<file path="config.mk">
export PLATFORM = sky130hd
export DESIGN_NAME = riscv_decode_queue
export DESIGN_NICKNAME = d
export VERILOG_FILES = /design/src/rtl/riscv_decode_queue.sv
export SDC_FILE = /design/constraint.sdc
export NUM_CORES = 1
export LEC_CHECK = 0
export CAP_MARGIN = 15
export CELL_PAD_IN_SITES_DETAIL_PLACEMENT = 0
export CELL_PAD_IN_SITES_GLOBAL_PLACEMENT = 2
export CORE_MARGIN = 10
export CORE_UTILIZATION = 37
export DETAILED_ROUTE_END_ITERATION = 10
export PLACE_DENSITY_LB_ADDON = 0.08
export SYNTH_ARGS = -nofsm -noshare
export SYNTH_HDL_FRONTEND = slang
export SYNTH_SLANG_ARGS = --single-unit
</file>
<file path="constraint.sdc">
create_clock -name clk -period 8.33 [get_ports clk]
set_clock_uncertainty 0.15 [all_clocks]
set_input_delay 1.2495 -clock clk [delete_from_list [all_inputs] [get_ports clk]]
set_output_delay 1.2495 -clock clk [all_outputs]
set_load 0.03 [all_outputs]
</file>
<file path="src/rtl/riscv_decode_queue.sv">
// RV32 control decoder feeding a DEPTH-entry FIFO of decoded entries, with
// illegal-instruction detection, a trap lock held until acknowledged, and a flush.
module riscv_decode_queue #(
    parameter int DEPTH = 2,
    parameter int XLEN  = 32
) (
    input  logic                         clk,
    input  logic                         rst,
    input  logic                         in_valid,
    output logic                         in_ready,
    input  logic [31:0]                  in_instr,
    input  logic [XLEN-1:0]              in_pc,
    output logic                         out_valid,
    input  logic                         out_ready,
    output logic [31:0]                  out_instr,
    output logic [XLEN-1:0]              out_pc,
    output logic [21:0]                  out_ctrl,
    input  logic                         flush,
    input  logic                         trap_ack,
    output logic                         trap_pending,
    output logic [$clog2(DEPTH+1)-1:0]   count
);

    localparam int PW = $clog2(DEPTH);
    localparam int CW = $clog2(DEPTH+1);

    localparam logic [6:0] OPC_OP     = 7'b0110011;
    localparam logic [6:0] OPC_OP_IMM = 7'b0010011;
    localparam logic [6:0] OPC_LOAD   = 7'b0000011;
    localparam logic [6:0] OPC_STORE  = 7'b0100011;
    localparam logic [6:0] OPC_BRANCH = 7'b1100011;
    localparam logic [6:0] OPC_JAL    = 7'b1101111;
    localparam logic [6:0] OPC_JALR   = 7'b1100111;
    localparam logic [6:0] OPC_LUI    = 7'b0110111;
    localparam logic [6:0] OPC_SYSTEM = 7'b1110011;

    localparam int B_ALU_SRC    = 4;
    localparam int B_REG_WRITE  = 5;
    localparam int B_MEM_TO_REG = 6;
    localparam int B_MEM_WRITE  = 7;
    localparam int B_BEQ        = 8;
    localparam int B_BNE        = 9;
    localparam int B_BLTU       = 10;
    localparam int B_JAL        = 11;
    localparam int B_JALR       = 12;
    localparam int B_LB         = 13;
    localparam int B_S_TYPE     = 14;
    localparam int B_CSRRSI     = 15;
    localparam int B_CSRRCI     = 16;
    localparam int B_ECALL      = 17;
    localparam int B_URET       = 18;
    localparam int B_ILLEGAL    = 19;
    localparam int B_RS1_USED   = 20;
    localparam int B_RS2_USED   = 21;

    logic [6:0]  w_opcode;
    logic [2:0]  w_funct3;
    logic [6:0]  w_funct7;
    logic        w_legal;
    logic [21:0] w_raw;
    logic [21:0] w_ctrl;
    logic        w_is_trap;
    logic        w_push;
    logic        w_pop;

    logic [31:0]     r_instr_mem [DEPTH];
    logic [XLEN-1:0] r_pc_mem    [DEPTH];
    logic [21:0]     r_ctrl_mem  [DEPTH];
    logic [PW-1:0]   r_rd_ptr;
    logic [PW-1:0]   r_wr_ptr;
    logic [CW-1:0]   r_count;
    logic            r_lock;

    assign w_opcode = in_instr[6:0];
    assign w_funct3 = in_instr[14:12];
    assign w_funct7 = in_instr[31:25];

    always_comb begin
        w_legal = 1'b0;
        w_raw   = '0;
        case (w_opcode)
            OPC_OP: begin
                w_legal = (w_funct7 == 7'b0000000) ||
                          (w_funct7 == 7'b0100000 && (w_funct3 == 3'b000 || w_funct3 == 3'b101));
                w_raw[3:0]          = {in_instr[30], w_funct3};
                w_raw[B_REG_WRITE]  = 1'b1;
                w_raw[B_RS1_USED]   = 1'b1;
                w_raw[B_RS2_USED]   = 1'b1;
            end
            OPC_OP_IMM: begin
                // Shift-immediates constrain funct7; the rest carry immediate bits there.
                if (w_funct3 == 3'b001)
                    w_legal = (w_funct7 == 7'b0000000);
                else if (w_funct3 == 3'b101)
                    w_legal = (w_funct7 == 7'b0000000) || (w_funct7 == 7'b0100000);
                else
                    w_legal = 1'b1;
                w_raw[3:0]          = {(w_funct3 == 3'b101) & in_instr[30], w_funct3};
                w_raw[B_ALU_SRC]    = 1'b1;
                w_raw[B_REG_WRITE]  = 1'b1;
                w_raw[B_RS1_USED]   = 1'b1;
            end
            OPC_LOAD: begin
                w_legal             = (w_funct3 == 3'b000) || (w_funct3 == 3'b010);
                w_raw[B_LB]         = (w_funct3 == 3'b000);
                w_raw[B_ALU_SRC]    = 1'b1;
                w_raw[B_REG_WRITE]  = 1'b1;
                w_raw[B_MEM_TO_REG] = 1'b1;
                w_raw[B_RS1_USED]   = 1'b1;
            end
            OPC_STORE: begin
                w_legal             = (w_funct3 == 3'b010);
                w_raw[B_ALU_SRC]    = 1'b1;
                w_raw[B_MEM_WRITE]  = 1'b1;
                w_raw[B_S_TYPE]     = 1'b1;
                w_raw[B_RS1_USED]   = 1'b1;
                w_raw[B_RS2_USED]   = 1'b1;
            end
            OPC_BRANCH: begin
                w_legal             = (w_funct3 == 3'b000) || (w_funct3 == 3'b001) || (w_funct3 == 3'b110);
                w_raw[3:0]          = (w_funct3 == 3'b110) ? 4'b0011 : 4'b1000;
                w_raw[B_BEQ]        = (w_funct3 == 3'b000);
                w_raw[B_BNE]        = (w_funct3 == 3'b001);
                w_raw[B_BLTU]       = (w_funct3 == 3'b110);
                w_raw[B_RS1_USED]   = 1'b1;
                w_raw[B_RS2_USED]   = 1'b1;
            end
            OPC_JAL: begin
                w_legal             = 1'b1;
                w_raw[B_JAL]        = 1'b1;
                w_raw[B_REG_WRITE]  = 1'b1;
            end
            OPC_JALR: begin
                w_legal             = (w_funct3 == 3'b000);
                w_raw[B_JALR]       = 1'b1;
                w_raw[B_ALU_SRC]    = 1'b1;
                w_raw[B_REG_WRITE]  = 1'b1;
                w_raw[B_RS1_USED]   = 1'b1;
            end
            OPC_LUI: begin
                w_legal             = 1'b1;
                w_raw[B_ALU_SRC]    = 1'b1;
                w_raw[B_REG_WRITE]  = 1'b1;
            end
            OPC_SYSTEM: begin
                if (w_funct3 == 3'b000) begin
                    if (in_instr[31:7] == 25'd0) begin
                        w_legal        = 1'b1;
                        w_raw[B_ECALL] = 1'b1;
                    end else if (in_instr[31:20] == 12'h002 && in_instr[19:7] == 13'd0) begin
                        w_legal        = 1'b1;
                        w_raw[B_URET]  = 1'b1;
                    end
                end else if (w_funct3 == 3'b110) begin
                    w_legal             = 1'b1;
                    w_raw[B_CSRRSI]     = 1'b1;
                    w_raw[B_REG_WRITE]  = 1'b1;
                end else if (w_funct3 == 3'b111) begin
                    w_legal             = 1'b1;
                    w_raw[B_CSRRCI]     = 1'b1;
                    w_raw[B_REG_WRITE]  = 1'b1;
                end
            end
            default: w_legal = 1'b0;
        endcase
        w_ctrl = w_legal ? w_raw : (22'd1 << B_ILLEGAL);
    end

    assign w_is_trap = w_ctrl[B_ECALL] | w_ctrl[B_URET] | w_ctrl[B_ILLEGAL];

    assign out_valid    = (r_count != '0);
    assign in_ready     = !r_lock && !flush && ((r_count < CW'(DEPTH)) || out_ready);
    assign w_push       = in_valid && in_ready;
    assign w_pop        = out_valid && out_ready;
    assign count        = r_count;
    assign trap_pending = r_lock;

    assign out_instr = out_valid ? r_instr_mem[r_rd_ptr] : '0;
    assign out_pc    = out_valid ? r_pc_mem[r_rd_ptr]    : '0;
    assign out_ctrl  = out_valid ? r_ctrl_mem[r_rd_ptr]  : '0;

    // NOTE: the entry storage has no reset; r_count gates what reaches the outputs,
    // so stale contents are never visible and the arrays can map onto plain RAM.
    always_ff @(posedge clk) begin
        if (w_push) begin
            r_instr_mem[r_wr_ptr] <= in_instr;
            r_pc_mem[r_wr_ptr]    <= in_pc;
            r_ctrl_mem[r_wr_ptr]  <= w_ctrl;
        end
    end

    always_ff @(posedge clk or posedge rst) begin
        if (rst) begin
            r_rd_ptr <= '0;
            r_wr_ptr <= '0;
            r_count  <= '0;
            r_lock   <= 1'b0;
        end else if (flush) begin
            r_rd_ptr <= '0;
            r_wr_ptr <= '0;
            r_count  <= '0;
            r_lock   <= 1'b0;
        end else begin
            if (w_push)
                r_wr_ptr <= r_wr_ptr + PW'(1);
            if (w_pop)
                r_rd_ptr <= r_rd_ptr + PW'(1);
            if (w_push && !w_pop)
                r_count <= r_count + CW'(1);
            else if (w_pop && !w_push)
                r_count <= r_count - CW'(1);
            // A trap accepted this cycle wins over a concurrent acknowledge.
            if (w_push && w_is_trap)
                r_lock <= 1'b1;
            else if (trap_ack)
                r_lock <= 1'b0;
        end
    end

endmodule

</file>
# Word level (Yosys, flattened, before mapping)
# Memories as Yosys holds them, arrays and structs flattened.
# Cells that the tools add are included.
word_totals:
  register_bits: 5
  ram_bits: 172
  output_inout_bits: 91
  elab_cells: 109
  memories: 3
classes:
  addsub: 4
  magnitude_cmp: 1
  n_eq_ne: 16
  n_mux: 44
  bitwise_logic: 3
  n_reduce_logical: 34
memory_table:
  columns: ["memory", "depth", "word_bits", "rd", "rd_ports_with_merged_regs", "wr", "line_no", "rtl"]
  rows:
  - ["r_instr_mem", 2, 32, 1, 0, 1, "66", "logic [31:0] r_instr_mem [DEPTH];"]
  - ["r_pc_mem", 2, 32, 1, 0, 1, "67", "logic [XLEN-1:0] r_pc_mem [DEPTH];"]
  - ["r_ctrl_mem", 2, 22, 1, 0, 1, "68", "logic [21:0] r_ctrl_mem [DEPTH];"]
op_table:
  columns: ["op", "n"]
  rows:
  - ["32-bit two-way mux", 2]
  - ["22-bit two-way mux", 2]
  - ["1-bit two-way mux", 29]
  - ["7-bit by 6-bit equality test with 1-bit output (second input constant)", 4]
  - ["7-bit equality test (second input constant)", 4]
  - ["25-bit zero test", 1]
  - ["13-bit zero test", 1]
  - ["12-bit by 2-bit equality test with 1-bit output (second input constant)", 1]
  - ["4-bit one-hot mux with 3 select lines", 1]
  - ["6-bit OR reduction", 2]
  - ["2-bit two-way mux", 5]
  - ["3-bit equality test (second input constant)", 3]
  - ["1-bit logical AND", 9]
  - ["4-bit two-way mux", 2]
  - ["1-bit one-hot mux with 8 select lines", 1]
  - ["7-bit by 2-bit equality test with 1-bit output (second input constant)", 1]
  - ["7-bit by 5-bit equality test with 1-bit output (second input constant)", 1]
  - ["7-bit zero test", 1]
  - ["1-bit logical OR", 7]
  - ["2-bit nonzero test", 3]
  - ["3-bit nonzero test", 2]
  - ["5-bit OR reduction", 1]
  - ["1-bit zero test", 4]
  - ["3-bit by 1-bit equality test with 1-bit output (second input constant)", 1]
  - ["12 further kinds", 14]

# Depth between registers and ports, before layout
# Gate-level depths: netlist of the first run.
depth:
  depth_word: 12
  ltp_mapped: 7
  depth_no_buf: 5

# Least setup slack after synthesis of the first run
# Ideal clock, no wire load.
synth_timing:
  path_kind: "input to register"
  startpoint: "input out_ready"
  endpoint: "memory r_ctrl_mem[0][0], enable pin"
  setup_time_ns: 0.529
  t_arrival_ns: 5.372
  t_required_ns: 7.651
  setup_slack_ns: 2.278
  stages: 3
  path_cell_list: "inv_1 -> a2111o_1 -> nor2_1"
synth_via:
  elab_chain_len: 5
synth_lines:
  columns: ["item", "line_no", "rtl"]
  rows:
  - ["start, declared", "14", "input logic out_ready,"]
  - ["1-bit logical OR", "172", "assign in_ready = !r_lock && !flush && ((r_count < CW'(DEPTH)) || out_ready);"]
  - ["1-bit logical AND", "172", null]
  - ["1-bit logical AND", "173", "assign w_push = in_valid && in_ready;"]
  - ["1-bit two-way mux", "185", "if (w_push) begin"]
  - ["1-bit two-way mux (implied by the code)", "188", "r_ctrl_mem[r_wr_ptr] <= w_ctrl;"]
  - ["end, declared", "68", null]
# No other way between the ends.

# Final worst setup path of the first run
layout_timing:
  startpoint: "register r_rd_ptr"
  endpoint: "output out_instr[19]"
layout_via:
  elab_chain_len: 2
layout_lines:
  columns: ["item", "line_no", "rtl"]
  rows:
  - ["start, declared", "69", "logic [PW-1:0] r_rd_ptr;"]
  - ["start signal, assigned", "207", "r_rd_ptr <= r_rd_ptr + PW'(1);"]
  - ["memory 2 x 32 bit", null, null]
  - ["32-bit two-way mux", "178", "assign out_instr = out_valid ? r_instr_mem[r_rd_ptr] : '0;"]
  - ["end, declared", "15", "output logic [31:0] out_instr,"]
# No other way between the ends.

==> impl_metrics.py, run 1 <==
metrics = {
    "route": {
        "antenna_left": 0,
        "wl_per_cell_um": 18.8,
        "drt-initial-drc-count": 255,
        "firstDrtPassIters": 4,
        "routed_wl_mm": 17.2,
        "drc_errors": 0,
        "num_vias": 4447,
        "via_per_inst": 4.85,
    },
    "placement": {
        "place_hpwl_mm": 11.7,
        "portBuffers": 160,
        "dpl_cell_area_mm2": 0.00908,
        "globalplace.congestion": 0.766,
    },
    "synth": {
        "yosysWarnings": 0,
        "synth_ff_type": "edfxtp_1",
        "syn_inst": 488,
        "synth_seq_area_share_pct": 72.6,
        "async_flop_share_pct": 2.86,
        "synth.avg_cell_area_um2": 14.8,
        "ys_ff_latch": 175,
        "syn_area_mm2": 0.00721,
        "synth_edf_count": 170,
        "ys_types": 45,
        "syn_nets": 558,
    },
    "timing": {
        "setup_viol": 0,
        "slew_violations": 0,
        "rsz0062_at_grt": "no",
        "worst_pin_slew_ns": 1.02,
        "finalHoldViolations": 0,
        "max_freq_mhz": 218,
        "relSlewSlack_pct": 31.5,
        "whs_ns": 0.464,
        "period_minus_slack_ns": 4.58,
        "fin_crit_sh_pct": 55.0,
        "fin_tns_setup_ns": 0,
    },
    "global_routing": {
        "gr-total-overflow": 0,
        "first_global_vias": 4707,
        "grt.total_usage_pct": 13.6,
        "antenna_found_initial": 0,
        "grt_max_degree": 53,
        "grt_pass1_wl_mm": 27.1,
    },
    "die": {
        "pin_count": 161,
        "die_h_um": 160,
        "die_area_mm2": 0.0255,
        "start_util_pct": 38.0,
        "die_w_um": 160,
        "coreArea_mm2": 0.0190,
        "rows": 50,
    },
    "setup_path": {
        "cp.required_ns": 6.93,
        "crit_chain": "buf_4, mux2i_1, nor2_1, clkdlybuf4s50_1",
        "cp-start-kind": "register",
        "crit_family": "buffers and inverters",
        "cp_num_buf_inv": 2,
        "critPathMaxStageDelay_ns": 0.83,
        "crit_type": "reg -> out",
        "end_kind": "output pin",
        "critPathSlowestCell": "buf_4",
        "path_max_fanout": 52,
        "arrival_ns": 3.18,
    },
    "clock_network": {
        "cts_resized": 0,
        "htreeDepth": 4,
        "postCtsHoldBufs": 0,
        "tritoncts": "built",
        "clk_latency_ns": 0.41,
        "path_clk_slew_ns": 0.06,
        "cts_made_buffers": 17,
        "root_buffer": "clkbuf_16",
        "cts_setup_buffers": 0,
        "clkSinkCount": 175,
        "clock_path_buffers": 2,
    },
    "final_layout": {
        "seqCellArea_mm2": 0.00523,
        "layout-drive-gt1-share_pct": 6.71,
        "antenna_cells": 0,
        "nFillCells": 1638,
        "nets": 713,
        "final_common_cell": "edfxtp_1",
        "area_growth_pct": 34.2,
        "final_cell_mix": "170 x edfxtp_1, 160 x clkdlybuf4s50_1, 101 x nor2_1, 85 x mux2i_1, 17 x clkbuf_16",
        "multi_input_area_mm2": 0.00185,
        "final_cell_area_mm2": 0.00967,
    },
    "power": {
        "p_leak_nw": 3.16,
        "p_per_area_mw_per_mm2": 215,
        "ir_drop_uv": 136,
    },
    "worst_hold_path": {
        "hold_class": "reg -> reg",
    },
    "outcome": {
        "status": "complete, no violations",
    },
    "job": {
        "cap_violations": 0,
    },
}
-- metrics by stage --
step / setup WS, ns / std cells / util (%) / total power [W]
2_1_floorplan: 2.28 / 488 / - / 0.00120
3_3_place_gp: 3.72 / 883 / 47.9 / 0.00134
3_5_place_dp: 3.65 / 883 / 47.9 / 0.00134
4_1_cts: 3.68 / 915 / 50.9 / 0.00211
5_1_grt: 3.49 / 916 / 51.0 / 0.00217
6_report: 3.75 / 916 / 51.0 / 0.00208
-- report_power, final --
| group | leakage [nW] | total (W) | internal (W) | switching [W] |
|---|---|---|---|---|
| clock network | 0.263 | 0.000765 | 0.000443 | 0.000322 |
| logic | 1.22 | 0.000305 | 0.000128 | 0.000177 |
| registers | 1.68 | 0.00101 | 0.000996 | 0.0000162 |
-- path summary, 6_finish.rpt --
check                             startpoint            endpoint  slack [ns]  cells past startpoint
worst max-delay path                r_rd_ptr       out_instr[19]        3.75                      4
worst min-delay path            trap_pending            count[1]        0.46                      2
worst max register to register      count[1]  r_instr_mem[1][17]        5.61                      3
worst min register to register  trap_pending            count[1]        0.46                      2
max in group asynchronous                rst            r_rd_ptr        6.95                      2
min in group asynchronous                rst        trap_pending        0.89                      2
-- synth_stat cells, types with 2 or more instances --
cell / n / area, um^2
nor4_1: 6 / 37.5
nand2_1: 9 / 33.8
buf_1: 7 / 26.3
clkbuf_1: 15 / 56.3
a31oi_1: 2 / 12.5
a31o_2: 2 / 17.5
buf_2: 7 / 35.0
mux2i_1: 85 / 851
a2111o_1: 2 / 22.5
o21ai_0: 4 / 20.0
edfxtp_1: 170 / 5100
and3b_1: 2 / 17.5
inv_1: 8 / 30.0
a21oi_1: 10 / 50.1
nor2b_1: 2 / 12.5
dfrtp_1: 5 / 125
a211oi_1: 2 / 15.0
nor2_1: 103 / 387
nand4_1: 2 / 12.5
a22oi_1: 2 / 15.0
or3_1: 6 / 37.5
nor3_1: 4 / 20.0
nand3_1: 5 / 25.0
and2_1: 2 / 12.5
xor2_1: 3 / 26.3
nand2b_1: 2 / 12.5
and3_1: 3 / 18.8
-- flip-flops by register name, summed over array words and instances (netlist names) --
signal        flops
r_instr_mem      64
r_pc_mem         64
r_ctrl_mem       42
count             2
r_rd_ptr          1
r_wr_ptr          1
trap_pending      1
-- layer usage --
metal  vias up  track usage, %  routed length [um]
li1       2124               -                   -
met1      2168            16.6                7550
met2       140            21.9                8320
met5         -               0                   0
met4         0            4.51                 278
met3        15            4.67                1050
-- logic make-up (layout without fill, tap and decap cells) --
kind of cell / Yosys count / count (layout) / synth area share, %
AO/OA/AOI/OAI: 32 / 32 / 3.30
XOR/XNOR: 4 / 4 / 0.486
buffers and inverters: 38 / 206 / 2.15
flip-flops: 175 / 175 / 72.6
multiplexers: 85 / 85 / 11.8
AND/OR/NAND/NOR: 154 / 154 / 9.70
-- tightest hold or removal path, delay by kind of cell (launching register included) --
family	cells	cell delay, ns
compound gates	1	0.05
flops	1	0.39
simple gates	1	0.13
-- final cells by class --
class	instances	share of cell area, %
multi-input cells	275	19.1
clock inverters	12	1.42
repair buffers	166	17.2
inverters	8	0.310
flip-flops and latches	175	54.1
clock buffers	20	4.51
well taps	260	3.36
Note: power is estimated with default switching activity, not from simulation.
==> inputs of run 2 (changes only) <==
Settings changed: CORE_UTILIZATION 37 to 35.
Clock period 8.33 ns to 4.59 ns, I/O delays scaled along.
==> run 2 against run 1 <==
Net effect:
- global-route usage down 0.19 points
- count of clock-buffer cells in the layout down 2
- clock power up 73%
- final cell count up 1.4%
- critical path depth unchanged
- largest power group unchanged
- via count up 0.20%
- register-to-register slack worse by 3.5 ns
- worst hold slack worse by 0.13 ns
- first-iteration DRC count up 24%
==> impl_metrics.py, run 2 (synthesis gave the netlist of run 1 again) <==
metrics = {
    "outcome": {
        "status": "complete, no violations",
    },
    "global_routing": {
        "grt_pass1_wl_mm": 27.1,
        "antenna_found_initial": 0,
        "grt.total_usage_pct": 13.4,
        "first_global_vias": 4708,
        "grt_max_degree": 59,
        "gr-total-overflow": 0,
    },
    "setup_path": {
        "crit_chain": "buf_12, mux2i_1, nor2_1, clkdlybuf4s50_1",
        "cp_num_buf_inv": 2,
        "cp.required_ns": 3.75,
        "end_kind": "output pin",
        "crit_type": "reg -> out",
        "cp-start-kind": "register",
        "critPathMaxStageDelay_ns": 0.77,
        "critPathSlowestCell": "dfrtp_4",
        "crit_family": "buffers and inverters",
        "arrival_ns": 2.75,
        "path_max_fanout": 58,
    },
    "clock_network": {
        "path_clk_slew_ns": 0.06,
        "tritoncts": "built",
        "clock_path_buffers": 2,
        "cts_resized": 0,
        "clkSinkCount": 175,
        "htreeDepth": 4,
        "root_buffer": "clkbuf_16",
        "clk_latency_ns": 0.42,
        "cts_made_buffers": 17,
        "postCtsHoldBufs": 0,
        "cts_setup_buffers": 0,
    },
    "power": {
        "pwr-share-clk_pct": 35.5,
        "ir_drop_uv": 253,
        "p_comb_share_pct": 15.1,
        "swShare_pct": 26.2,
        "pwr-share-seq_pct": 49.4,
        "intPower_w": 0.00274,
        "p_leak_nw": 3.17,
        "p_per_area_mw_per_mm2": 384,
        "p_sw_w": 0.000972,
        "total_power_w": 0.00371,
    },
    "timing": {
        "fin_crit_sh_pct": 78.2,
        "finalWorstSetupSlack_ns": 1.00,
        "slew_violations": 0,
        "max_freq_mhz": 279,
        "setup_viol": 0,
        "period_minus_slack_ns": 3.59,
        "worst_pin_slew_ns": 0.781,
        "fin_tns_setup_ns": 0,
        "rsz0062_at_grt": "no",
        "finalHoldViolations": 0,
        "relSlewSlack_pct": 47.9,
    },
    "final_layout": {
        "stdcell_count": 929,
        "area_growth_pct": 34.2,
        "seqCellArea_mm2": 0.00523,
        "final_cell_mix": "170 x edfxtp_1, 160 x clkdlybuf4s50_1, 101 x nor2_1, 85 x mux2i_1, 17 x clkbuf_16",
        "nets": 716,
        "antenna_cells": 0,
        "reg.largest.list": "r_instr_mem x64, r_pc_mem x64, r_ctrl_mem x42",
        "final_common_cell": "edfxtp_1",
        "layout-drive-gt1-share_pct": 7.28,
        "nFillCells": 1792,
        "multi_input_area_mm2": 0.00185,
    },
    "worst_hold_path": {
        "hold_class": "in -> async",
    },
    "die": {
        "pin_count": 161,
        "die_area_mm2": 0.0267,
        "die_h_um": 164,
        "start_util_pct": 35.6,
        "coreArea_mm2": 0.0202,
        "rows": 52,
        "die_w_um": 164,
    },
    "route": {
        "num_vias": 4456,
        "drc_errors": 0,
        "antenna_left": 0,
        "via_per_inst": 4.80,
        "wl_per_cell_um": 19.2,
        "drt-initial-drc-count": 316,
        "firstDrtPassIters": 4,
        "routed_wl_mm": 17.8,
    },
    "placement": {
        "place_inst": 897,
        "portBuffers": 160,
        "globalplace.congestion": 0.774,
        "place_hpwl_mm": 12.2,
        "place_ws_ns": 1.07,
    },
    "job": {
        "cap_violations": 0,
    },
}
[run 2: final timing paths]
kind / start / end / slack (ns) / depth (start not counted)
min reg2reg: r_wr_ptr / r_wr_ptr / 0.50 / 2
max: r_rd_ptr / out_ctrl[20] / 1.00 / 4
max in group asynchronous: rst / r_rd_ptr / 3.77 / 2
min: rst / count[0] / 0.33 / 2
max reg2reg: count[1] / r_instr_mem[1][21] / 2.16 / 3
min in group clk: r_wr_ptr / r_wr_ptr / 0.50 / 2
[run 2: metrics by stage]
step           hold WS [ns]  cell area (um^2)  util, %
3_5_place_dp          0.490              9130     45.1
2_1_floorplan         0.317              7210        -
5_1_grt               0.335              9670     47.8
6_report              0.330              9670     47.8
3_3_place_gp          0.486              9130     45.1
4_1_cts               0.316              9670     47.8
[run 2: routing by layer]
layer / part of all wire [%] / vias up / global-route usage [%]
met5: 0 / - / 0
met4: 1.7 / 0 / 4.96
met3: 5.8 / 22 / 4.10
met2: 49 / 140 / 22.4
met1: 43 / 2169 / 15.9
li1: - / 2125 / -
[run 2: worst register-to-register path, cell delays in order (launching register included)]
cell and delay (ns):
dfrtp_1 0.47, a211oi_1 0.47, and3_4 0.65, buf_4 0.38
[run 2: layout make-up]
type | count | area share (%)
clock buffer | 18 | 4.44
clock inverter | 14 | 1.14
inverter | 8 | 0.310
multi-input combinational | 275 | 19.1
sequential | 175 | 54.1
tap | 270 | 3.49
timing repair buffer | 169 | 17.4
[run 2: power groups by stage]
stage	registers (W)	clock network (W)	logic (W)
floorplan	0.00186	0	0.000317
global placement	0.00187	0	0.000569
detailed placement	0.00187	0	0.000572
CTS	0.00184	0.00136	0.000574
global route	0.00184	0.00142	0.000603
finish	0.00183	0.00132	0.000561
==> inputs of run 3 (changes only) <==
Settings changed: CORE_UTILIZATION 35 to 31.
Clock period 4.59 ns to 3.1 ns, I/O delays scaled along.
==> run 3 against run 2 <==
Net effect:
- clock power grew 61%
- die area grew 11%
- critical path depth is the same
- core utilization shrank 3.6 points
- first-iteration DRC count shrank 5.7%
- combinational power grew 59%
- via count grew 3.1%
- register-to-register slack lost 1.1 ns
- worst setup slack lost 0.80 ns
- non-clock buffer count grew 26
- count of clock-buffer cells in the layout shrank 1
- critical path type unchanged
- largest cell class unchanged
==> impl_metrics.py, run 3 (synthesis gave the netlist of run 1 again) <==
metrics = {
    "outcome": {
        "status": "complete, no violations",
    },
    "worst_hold_path": {
        "hold_class": "in -> async",
    },
    "die": {
        "pin_count": 161,
        "die_h_um": 172,
        "start_util_pct": 31.6,
        "coreArea_mm2": 0.0228,
        "rows": 55,
        "die_area_mm2": 0.0298,
        "die_w_um": 172,
    },
    "clock_network": {
        "clkSinkCount": 175,
        "cts_made_buffers": 17,
        "clk_latency_ns": 0.41,
        "htreeDepth": 4,
        "postCtsHoldBufs": 0,
        "path_clk_slew_ns": 0.07,
        "clock_path_buffers": 2,
        "tritoncts": "built",
        "root_buffer": "clkbuf_16",
    },
    "placement": {
        "place_ws_ns": -0.231,
        "globalplace.congestion": 0.872,
        "portBuffers": 160,
        "place_hpwl_mm": 12.8,
    },
    "power": {
        "swShare_pct": 26.5,
        "pwr-share-seq_pct": 47.2,
        "p_sw_w": 0.00152,
        "pwr-share-clk_pct": 37.2,
        "p_per_area_mw_per_mm2": 568,
        "ir_drop_uv": 301,
        "p_comb_share_pct": 15.6,
        "intPower_w": 0.00421,
        "p_leak_nw": 3.39,
    },
    "final_layout": {
        "final_common_cell": "edfxtp_1",
        "final_cell_mix": "170 x edfxtp_1, 158 x clkdlybuf4s50_1, 101 x nor2_1, 85 x mux2i_1, 27 x buf_4",
        "nets": 742,
        "nFillCells": 2089,
        "reg.largest.list": "r_instr_mem x64, r_pc_mem x64, r_ctrl_mem x42",
        "antenna_cells": 0,
        "final_util_pct": 44.2,
        "layout-drive-gt1-share_pct": 10.9,
        "area_growth_pct": 39.7,
    },
    "setup_path": {
        "path_max_fanout": 31,
        "cp.required_ns": 2.48,
        "crit_type": "reg -> out",
        "arrival_ns": 2.29,
        "critPathMaxStageDelay_ns": 0.71,
        "worstRegToRegCells": 4,
        "r2r-end": "r_ctrl_mem[1][9]",
        "r2r_start": "count[1]",
        "crit_chain": "buf_12, mux2i_1, nor2_1, clkdlybuf4s50_1",
        "end_kind": "output pin",
        "r2r_setup_slack_ns": 1.05,
        "critPathSlowestCell": "clkdlybuf4s50_1",
        "cp-start-kind": "register",
    },
    "timing": {
        "fin_crit_sh_pct": 93.6,
        "rsz0062_at_grt": "no",
        "worst_pin_slew_ns": 1.09,
        "slew_violations": 0,
        "finalHoldViolations": 0,
        "relSlewSlack_pct": 26.4,
        "period_minus_slack_ns": 2.90,
        "finalWorstSetupSlack_ns": 0.198,
        "max_freq_mhz": 345,
        "setup_viol": 0,
        "fin_tns_setup_ns": 0,
    },
    "global_routing": {
        "gr-total-overflow": 0,
        "grt_max_degree": 68,
        "antenna_found_initial": 0,
        "grt.total_usage_pct": 12.6,
        "grt_pass1_wl_mm": 28.3,
        "first_global_vias": 4831,
    },
    "route": {
        "wl_met3_mm": 1.38,
        "drt-initial-drc-count": 298,
        "via_per_inst": 4.60,
        "wl_per_cell_um": 18.9,
        "drt-met1-wl_mm": 8.11,
        "firstDrtPassIters": 4,
        "num_vias": 4595,
        "routed_wl_mm": 18.9,
        "drc_errors": 0,
        "routed.top_layer": "met4",
        "antenna_left": 0,
        "wl_met2_mm": 9.29,
    },
    "job": {
        "cap_violations": 0,
    },
}
[run 3: worst max-delay path by stage]
stage / startpoint / to / slack, ns / depth (start not counted)
after detailed placement: in_instr[2] / r_ctrl_mem[0][4] / -0.23 / 6
final: r_rd_ptr / out_instr[7] / 0.20 / 4
after global placement: in_instr[2] / r_ctrl_mem[1][3] / -0.1 / 6
after floorplan: count[1] / r_ctrl_mem[0][0] / 0.20 / 2
after global routing: r_rd_ptr / out_instr[8] / 0.05 / 4
after CTS: r_rd_ptr / out_ctrl[4] / 0.02 / 4
[run 3: layout make-up]
type                       instances  area (um^2)  share of cell area, %
sequential                       175         5230                   52.0
clock buffer                      17          425                   4.22
tap                              313          392                   3.89
multi-input combinational        275         1850                   18.4
clock inverter                    15          161                   1.60
timing repair buffer             195         1980                   19.7
inverter                           8         30.0                  0.298
[run 3: through the flow]
stage	hold WS, ns	instances	area, um^2	total power (W)
floorplan	0.0935	488	7220	0.00322
global placement	0.452	965	9450	0.00365
detailed placement	0.488	965	9450	0.00366
CTS	0.0985	997	10000	0.00581
global route	0.126	998	10100	0.00598
finish	0.116	998	10100	0.00573
[run 3: power groups by stage]
stage | Sequential, W | Clock (W) | Combinational (W)
after CTS | 0.00270 | 0.00220 | 0.000905
after floorplan | 0.00275 | 0 | 0.000471
after global placement | 0.00275 | 0 | 0.000894
final | 0.00271 | 0.00213 | 0.000890
after global routing | 0.00271 | 0.00231 | 0.000958
after detailed placement | 0.00276 | 0 | 0.000900
[run 3: critical path, delay by kind of cell (launching register included)]
kind | cells | cell delay, ns
mux | 1 | 0.11
buf+inv | 2 | 0.99
simple gates | 1 | 0.15
flops | 1 | 0.60
[run 3: timing repair]
| action | 4_1_cts | 5_1_grt |
|---|---|---|
| endpoints found under the setup margin | 1 | 2 |
| pin swaps | 0 | 0 |
| setup buffers | 0 | 0 |
| gates cloned | 0 | 1 |
| gates resized for setup | 1 | 2 |
[run 3: metal layers]
layer | vias up | GRT usage, %
li1 | 2191 | -
met3 | 7 | 4.24
met4 | 0 | 3.22
met5 | - | 0
met2 | 126 | 20.7
met1 | 2271 | 15.7
==> variant, RTL diff (config.mk and constraints of run 2) <==
Set the parameter `DEPTH` to 4 (it was 2).
--- a/src/rtl/riscv_decode_queue.sv
+++ b/src/rtl/riscv_decode_queue.sv
@@ -1,7 +1,7 @@
 // RV32 control decoder feeding a DEPTH-entry FIFO of decoded entries, with
 // illegal-instruction detection, a trap lock held until acknowledged, and a flush.
 module riscv_decode_queue #(
-    parameter int DEPTH = 2,
+    parameter int DEPTH = 4,
     parameter int XLEN  = 32
 ) (
     input  logic                         clk,
Interface: changed (resized count); port bits go from 161 to 162. The function was not compared with the original's and may differ.
==> variant against run 2 <==
Setup slack worse by 0.26 ns. Sequential share of layout area is 5.0 points higher. Synthesized area is 93% higher. Routed wire length is 80% higher. Total power grew to 2.7 times the old value. Sequential cell count is 173 higher. Critical endpoint is now out_ctrl[21]. Fmax is 6.8% lower. Design area is 82% higher.
==> variant: results (changes against run 2) <==
\begin{tabular}{lr}
\hline
Metric & Value \\
\hline
\multicolumn{2}{l}{\textbf{Placement}} \\
Final HPWL DP & 20400 um (+66\%) \\
Worst-case setup slack after placement & 1.00 ns (-0.0688 ns) \\
\multicolumn{2}{l}{\textbf{Synthesis}} \\
Count of unique library cells instantiated by Yosys & 49 (+8.9\%) \\
Number of synthesized flops with an enable pin & 340 (+100\%) \\
Register area share after synthesis & 74.8\% (+2.2 points) \\
Synthesized instance count & 693 (+42\%) \\
Synthesized Nets & 768 (+38\%) \\
Share of flip-flops with an asynchronous set or reset after synthesis & 2.30\% (-0.56 points) \\
\multicolumn{2}{l}{\textbf{Global route}} \\
Global-route track usage on met2 & 23.9\% (+1.6 points) \\
Pin count of the biggest net entering global routing & 88 (+49\%) \\
Global-route met1 utilization & 16.1\% (+0.19 points) \\
Number of antenna violations at the first check in global routing & 1 (+1) \\
Via count of the first global-routing pass & 7764 (+65\%) \\
First-pass GRT wire length & 48700 um (+80\%) \\
Global routing met3 resource utilization & 2.91\% (-1.2 points) \\
Overall routing resource usage & 13.4\% (+0.013 points) \\
\multicolumn{2}{l}{\textbf{Setup path}} \\
R2R cell count & 4 (+1) \\
Reg2reg start & trap\_pending\$\_DFFE\_PP0P\_ \\
Largest driver fanout on the critical path & 39 (-33\%) \\
End of the worst register-to-register path & r\_ctrl\_mem[1][18]\$\_DFFE\_PP\_ \\
Delay contributed by the slowest stage of the critical path & 0.73 ns (-0.04 ns) \\
Reg2Reg Setup Slack & 2.19 ns (+0.03 ns) \\
\multicolumn{2}{l}{\textbf{CTS}} \\
Number of buffers added by the clock tree synthesis step & 40 (+23) \\
Post-CTS resize count & 0 (unchanged) \\
Largest buffer count on any clock path & 3 (+1) \\
Clk Latency, worst-skew pair & 0.52 ns (+0.10 ns) \\
H-tree depth & 2 (-2) \\
\multicolumn{2}{l}{\textbf{Routing}} \\
Vias per inst & 4.88 (+1.7\%) \\
Final wirelength & 32100 um (+80\%) \\
Routed via count & 6977 (+57\%) \\
\multicolumn{2}{l}{\textbf{Layout}} \\
Regs by FF count & r\_instr\_mem (128), r\_pc\_mem (128), r\_ctrl\_mem (84) \\
Proportion of layout cells with a drive suffix above 1 & 19.8\% (+12 points) \\
Final nets & 949 (+33\%) \\
\multicolumn{2}{l}{\textbf{Status}} \\
Status & finished, final reports clean \\
\multicolumn{2}{l}{\textbf{Pwr}} \\
Lkg Pwr & 5.55 nW (+75\%) \\
\multicolumn{2}{l}{\textbf{STA}} \\
Worst hold slack across all endpoints & 0.269 ns (-0.0604 ns) \\
\hline
\end{tabular}
[variant: report_power, final]
part	switching, mW	total (mW)	internal, mW
combinational	1.75	3.13	1.38
clock	1.20	3.15	1.95
sequential	0.0964	3.69	3.60
total	3.04	9.97	6.92
[variant: logic make-up (layout without fill, tap and decap cells)]
kind of cell / Yosys count / in the layout / share of synthesized area [%]
compound gates: 31 / 31 / 2.05
xor+xnor: 7 / 7 / 0.440
fa+ha+maj: 5 / 5 / 0.503
buf+inv: 49 / 261 / 1.49
flops: 348 / 348 / 74.8
mux: 86 / 86 / 13.8
simple gates: 167 / 167 / 6.94
[variant: metal layers]
layer	share of wire, %	vias to the layer above
li1	-	3147
met1	41	3641
met2	53	144
met3	4.5	43
met4	1.7	2
met5	0.022	-
[variant: final cells by class]
cell class	count	area [um^2]
Clock buffer	51	1120
Clock inverter	22	225
Fill cell	3434	21900
Inverter	7	26.3
Multi-Input combinational cell	296	3320
Sequential cell	348	10400
Tap cell	525	657
Timing Repair Buffer	181	1860
[variant: worst max path at each step]
stage,startpoint,end,slack (ns),depth (start not counted)
2_1_floorplan,flush,r_ctrl_mem[0][0]$_DFFE_PP_,0.60,5
3_3_place_gp,in_instr[12],r_ctrl_mem[0][3]$_DFFE_PP_,1.13,5
3_5_place_dp,in_instr[12],r_ctrl_mem[1][5]$_DFFE_PP_,1.00,5
4_1_cts,r_rd_ptr[0]$_DFFE_PP0P_,out_ctrl[21],0.62,4
5_1_grt,r_rd_ptr[0]$_DFFE_PP0P_,out_ctrl[21],0.56,4
6_report,r_rd_ptr[0]$_DFFE_PP0P_,out_ctrl[21],0.74,4
[variant: worst max-delay path, delay by kind of cell (launching register included)]
family,cells,cell delay (ns)
flops,1,0.73
buf+inv,2,1.00
simple gates,1,0.20
mux,1,0.55
